==> src/rtl/io_input_conditioner.sv <==
// Board input conditioner: synchronizes and debounces raw keys and slide
// switches, and emits a one-cycle pulse on every accepted button press.
module io_input_conditioner #(
    parameter int unsigned DEBOUNCE_CYCLES   = 50000,
    parameter int unsigned SYNC_STAGES       = 2,
    parameter bit          BUTTON_ACTIVE_LOW = 1'b1,
    parameter int unsigned N_BUTTON          = 32,
    parameter int unsigned N_SW              = 32
) (
    input  logic                clk_i,
    input  logic                rst_ni,
    input  logic [N_BUTTON-1:0] raw_button_i,
    input  logic [N_SW-1:0]     raw_sw_i,
    output logic [N_BUTTON-1:0] io_button_o,
    output logic [N_SW-1:0]     io_sw_o,
    output logic [N_BUTTON-1:0] button_press_o
);

    // Buttons occupy the low channel bits, switches the high bits.
    localparam int unsigned N_CH  = N_BUTTON + N_SW;
    localparam int unsigned CNT_W = $clog2(DEBOUNCE_CYCLES + 1);
    localparam logic [CNT_W-1:0] CNT_LAST = CNT_W'(DEBOUNCE_CYCLES - 1);

    logic [N_BUTTON-1:0]                 button_in;
    logic [N_CH-1:0]                     chan_in;
    logic [SYNC_STAGES-1:0][N_CH-1:0]    sync_q;
    logic [N_CH-1:0]                     synced;
    logic [N_CH-1:0][CNT_W-1:0]          cnt_q;
    logic [N_CH-1:0][CNT_W-1:0]          cnt_d;
    logic [N_CH-1:0]                     level_q;
    logic [N_CH-1:0]                     level_d;
    logic [N_BUTTON-1:0]                 press_q;

    // Normalize keys to active-high so a cleared synchronizer means "released".
    assign button_in = BUTTON_ACTIVE_LOW ? ~raw_button_i : raw_button_i;
    assign chan_in   = {raw_sw_i, button_in};
    assign synced    = sync_q[SYNC_STAGES-1];

    // Multi-flop synchronizer, stage 0 samples the pins.
    always_ff @(posedge clk_i or negedge rst_ni) begin
        if (!rst_ni) begin
            sync_q <= '0;
        end else begin
            sync_q <= {sync_q[SYNC_STAGES-2:0], chan_in};
        end
    end

    // Per-bit debounce: any matching cycle clears the count, a full run of
    // mismatching cycles accepts the new level.
    always_comb begin
        cnt_d   = cnt_q;
        level_d = level_q;
        for (int unsigned i = 0; i < N_CH; i++) begin
            if (synced[i] == level_q[i]) begin
                cnt_d[i] = '0;
            end else if (cnt_q[i] == CNT_LAST) begin
                level_d[i] = synced[i];
                cnt_d[i]   = '0;
            end else begin
                cnt_d[i] = cnt_q[i] + CNT_W'(1);
            end
        end
    end

    // Debounce state, counters and press pulse registers.
    always_ff @(posedge clk_i or negedge rst_ni) begin
        if (!rst_ni) begin
            cnt_q   <= '0;
            level_q <= '0;
            press_q <= '0;
        end else begin
            cnt_q   <= cnt_d;
            level_q <= level_d;
            press_q <= level_d[N_BUTTON-1:0] & ~level_q[N_BUTTON-1:0];
        end
    end

    assign io_button_o    = level_q[N_BUTTON-1:0];
    assign io_sw_o        = level_q[N_CH-1:N_BUTTON];
    assign button_press_o = press_q;

endmodule

==> config.mk <==
export PLATFORM = sky130hd
export DESIGN_NAME = io_input_conditioner
export DESIGN_NICKNAME = d
export VERILOG_FILES = /design/src/rtl/io_input_conditioner.sv
export SDC_FILE = /design/constraint.sdc
export NUM_CORES = 2
export LEC_CHECK = 0
export CORE_MARGIN = 5
export CORE_UTILIZATION = 45
export CTS_CLUSTER_SIZE = 20
export DETAILED_ROUTE_END_ITERATION = 6
export GPL_ROUTABILITY_DRIVEN = 1
export SLEW_MARGIN = 10
export SYNTH_ARGS = -nofsm -noshare
export SYNTH_HDL_FRONTEND = slang
export SYNTH_SLANG_ARGS = --single-unit
==> constraint.sdc <==
create_clock -name clk_i -period 3.8 [get_ports clk_i]
set_input_delay 0.76 -clock clk_i [delete_from_list [all_inputs] [get_ports clk_i]]
set_output_delay 0.76 -clock clk_i [all_outputs]
set_load 0.01 [all_outputs]
==> results.sh <==
export IMPL_outcome="finished, final reports clean"
export IMPL_p_sw_share_pct=21.6
export IMPL_row_count=131
export IMPL_synth_most_common_cell="dfrtp_1"
export IMPL_wl_per_cell_um=13.9
export IMPL_power_frac_comb_pct=3.1
export IMPL_die_x_um=367
export IMPL_cts_buffers=140
export IMPL_worstSetupPathType="reg -> out"
export IMPL_synth_area_um2=57400
export IMPL_synth_largest_area_cell="dfrtp_1"
export IMPL_yosysWarnings=0
export IMPL_min_period_over_period_pct=67.4
export IMPL_worstPathCellList="clkdlybuf4s50_1"
export IMPL_first_global_vias=39300
export IMPL_power_total_mw=28.2
export IMPL_yosys_area_top_type_share_pct=54.4
export IMPL_fin_ws_ps=1240
export IMPL_fin_tns_setup_ps=0
export IMPL_core_area_um2=127000
export IMPL_p_leak_nw=26.5
export IMPL_crit_buf_inv=1
export IMPL_peakVddDrop_mv=0.451
export IMPL_slew_limit_headroom_pct=29.7
export IMPL_clock_sinks=1248
export IMPL_port_buffers=161
export IMPL_pwr_share_seq_pct=48.7
export IMPL_worstPathMaxFanout=4
export IMPL_clk_pin_slew_ps=60
export IMPL_rsz0062_at_grt="no"
export IMPL_pre_cts_ws_ps=1680
export IMPL_powerDensity_nw_per_um2=429
export IMPL_fmax_mhz=391
export IMPL_ys_flop_type="dfrtp_1"
export IMPL_clkPwrFrac_pct=48.2
export IMPL_drv_slew=0
export IMPL_h_tree_depth=4
export IMPL_critPathSlowestCell="clkdlybuf4s50_1"
export IMPL_hpwl_um=69000
export IMPL_drive_gt1_share_pct=5.99
export IMPL_wirelength_um=106000
export IMPL_io_pin_count=162
export IMPL_max_stage_delay_ps=610
export IMPL_worstPathArrival_ps=1800
export IMPL_stdcell_area_um2=65800
export IMPL_multi_input_area_um2=24900
export IMPL_synth_cell_types=47
export IMPL_grt_pass1_wl_um=187000
export IMPL_layout_cells_non_filler=7584
export IMPL_syn_area_per_cell_um2=10.3
export IMPL_gp_congestion=0.822
export IMPL_diodes=0
export IMPL_overflow=0
export IMPL_regArea_um2=31200
export IMPL_start_util_pct=45.1
export IMPL_nets=5954
export IMPL_dp_cells=7343
export IMPL_ant_nets=0
export IMPL_placed_area_um2=61200
export IMPL_drt_iter0_drc=2236
export IMPL_clk_insertion_delay_late_ps=750
export IMPL_yosysSeqAreaShare_pct=54.4
export IMPL_grtUsageTotal_pct=15.9
export IMPL_synth_fp_nets=5699
export IMPL_setup_viol=0
export IMPL_cts_max_path_buffers=3
export IMPL_drc=0
export IMPL_grt_max_degree=118
export IMPL_firstDrtPassIters=6
export IMPL_vias=39500
export IMPL_switchingPower_mw=6.11
export IMPL_synth_edff_count=0
export IMPL_antenna_found_initial=0
export IMPL_synth_cells=5569
export IMPL_num_fill_cells=11400
export IMPL_maxCapViolCount=0
export IMPL_startpoint_type="register"
export IMPL_skew_ps=27.8
export IMPL_ys_ff_latch=1248
export IMPL_min_period_ps=2560
export IMPL_tightest_slew_ps=1050
export IMPL_path_delay_family="buffers and inverters"
export IMPL_die_y_um=367
export IMPL_final_hold_violation_count=0
export IMPL_synth_area_leaders="dfrtp_1 (54%), xnor2_1 (11%), nor2_1 (7.6%)"
export IMPL_viasPerCell=5.20
export IMPL_crit_required_ps=3040
export IMPL_area_growth_pct=14.7
export IMPL_endpoint_kind="primary output"
export IMPL_min_path_type="reg -> reg"
export IMPL_cts_tree="yes"
export IMPL_async_flop_share_pct=100
export IMPL_yosys_top_cells_count="dfrtp_1 (1248), nor2_1 (1158), xnor2_1 (734)"
export IMPL_intPower_mw=22.1
export IMPL_ctsResizeCount=0
export IMPL_die_area_um2=135000
export IMPL_root_buffer="clkbuf_16"
==> cell families (layout without fill, tap and decap cells) <==
group | Yosys count | count (layout) | synth area share (%)
AOI/OAI and AO/OA | 78 | 78 | 1.61
xor gates and xnor gates | 933 | 933 | 14.2
adders and majority gates | 64 | 64 | 1.40
buffers and inverters | 317 | 670 | 2.16
DFF | 1248 | 1248 | 54.4
muxes | 63 | 63 | 1.24
and+or+nand+nor | 2866 | 2866 | 24.9
==> flip-flops by register name (all words and copies together) (netlist names) <==
signal / flops
cnt_q: 1024
sync_q: 64
level_q: 64
button_press_o: 32
synced: 64
==> area by class of cell <==
| class | count | area share, % |
|---|---|---|
| tap | 1662 | 3.16 |
| timing repair buffer | 205 | 3.19 |
| clock inverter | 43 | 0.926 |
| inverter | 225 | 1.28 |
| clock buffer | 197 | 6.16 |
| multi-input combinational | 4004 | 37.9 |
| sequential | 1248 | 47.4 |
==> power by group through the flow <==
stage                     combinational (mW)  clock (mW)  sequential [mW]
after floorplan                        0.430           0             13.9
after global placement                 0.906           0             14.0
after detailed placement               0.918           0             14.0
after CTS                              0.925        14.2             13.7
after global routing                    1.04        14.7             13.8
final                                  0.882        13.6             13.7
==> routing by layer <==
| layer | global-route usage (%) | wire, um | up-vias | part of all wire, % |
|---|---|---|---|---|
| met2 | 25.3 | 48100 | 469 | 46 |
| met5 | 0 | 0 | - | 0 |
| met3 | 3.23 | 3980 | 164 | 3.8 |
| met1 | 22.1 | 51300 | 19200 | 49 |
| met4 | 4.56 | 2220 | 0 | 2.1 |
| li1 | - | - | 19700 | - |
==> worst paths after layout <==
check	slack (ps)	cells after the start	startpoint	to
setup / recovery	1240	1	level_q[18]	io_button_o[18]
hold reg to reg	350	0	sync_q[29]	synced[29]
setup reg to reg	1660	5	cnt_q[816]	cnt_q[824]
min in group asynchronous	650	2	rst_ni	cnt_q[218]
hold / removal	350	0	sync_q[29]	synced[29]
max in group asynchronous	2060	3	rst_ni	cnt_q[164]
==> what timing repair did <==
item | in CTS | in global routing
hold buffers | 1 | 0
setup buffers | 0 | 0
endpoints found under the hold margin | 13 | 0
==> layout by cell type (no fill, tap or decap), types with 11 or more instances in the layout <==
| cell type | n |
|---|---|
| clkbuf_16 | 145 |
| nand2_1 | 242 |
| inv_1 | 225 |
| buf_12 | 11 |
| nor4b_1 | 46 |
| clkdlybuf4s50_1 | 160 |
| nor3b_1 | 15 |
| nand4_1 | 287 |
| a21oi_1 | 26 |
| nand3_1 | 352 |
| nor4bb_1 | 62 |
| and3_1 | 81 |
| clkbuf_1 | 29 |
| dfrtp_1 | 1248 |
| mux2_2 | 57 |
| nand4b_1 | 11 |
| nor4_1 | 272 |
| nor3_1 | 207 |
| bufinv_16 | 13 |
| or4_1 | 24 |
| xnor2_1 | 734 |
| and4b_1 | 12 |
| o31ai_1 | 16 |
| buf_4 | 32 |
| ha_1 | 64 |
| clkbuf_8 | 23 |
| xor2_1 | 199 |
| and4_1 | 14 |
| nor2_1 | 1158 |
| clkinv_2 | 17 |
| o41ai_4 | 17 |
| or3_1 | 28 |
==> through the flow <==
step	utilization, %	hold slack, ps
6_report	51.8	345
5_1_grt	51.8	350
4_1_cts	51.8	347
3_5_place_dp	48.1	335
3_3_place_gp	48.1	332
2_1_floorplan	-	331
(Power assumes the default switching activity.)
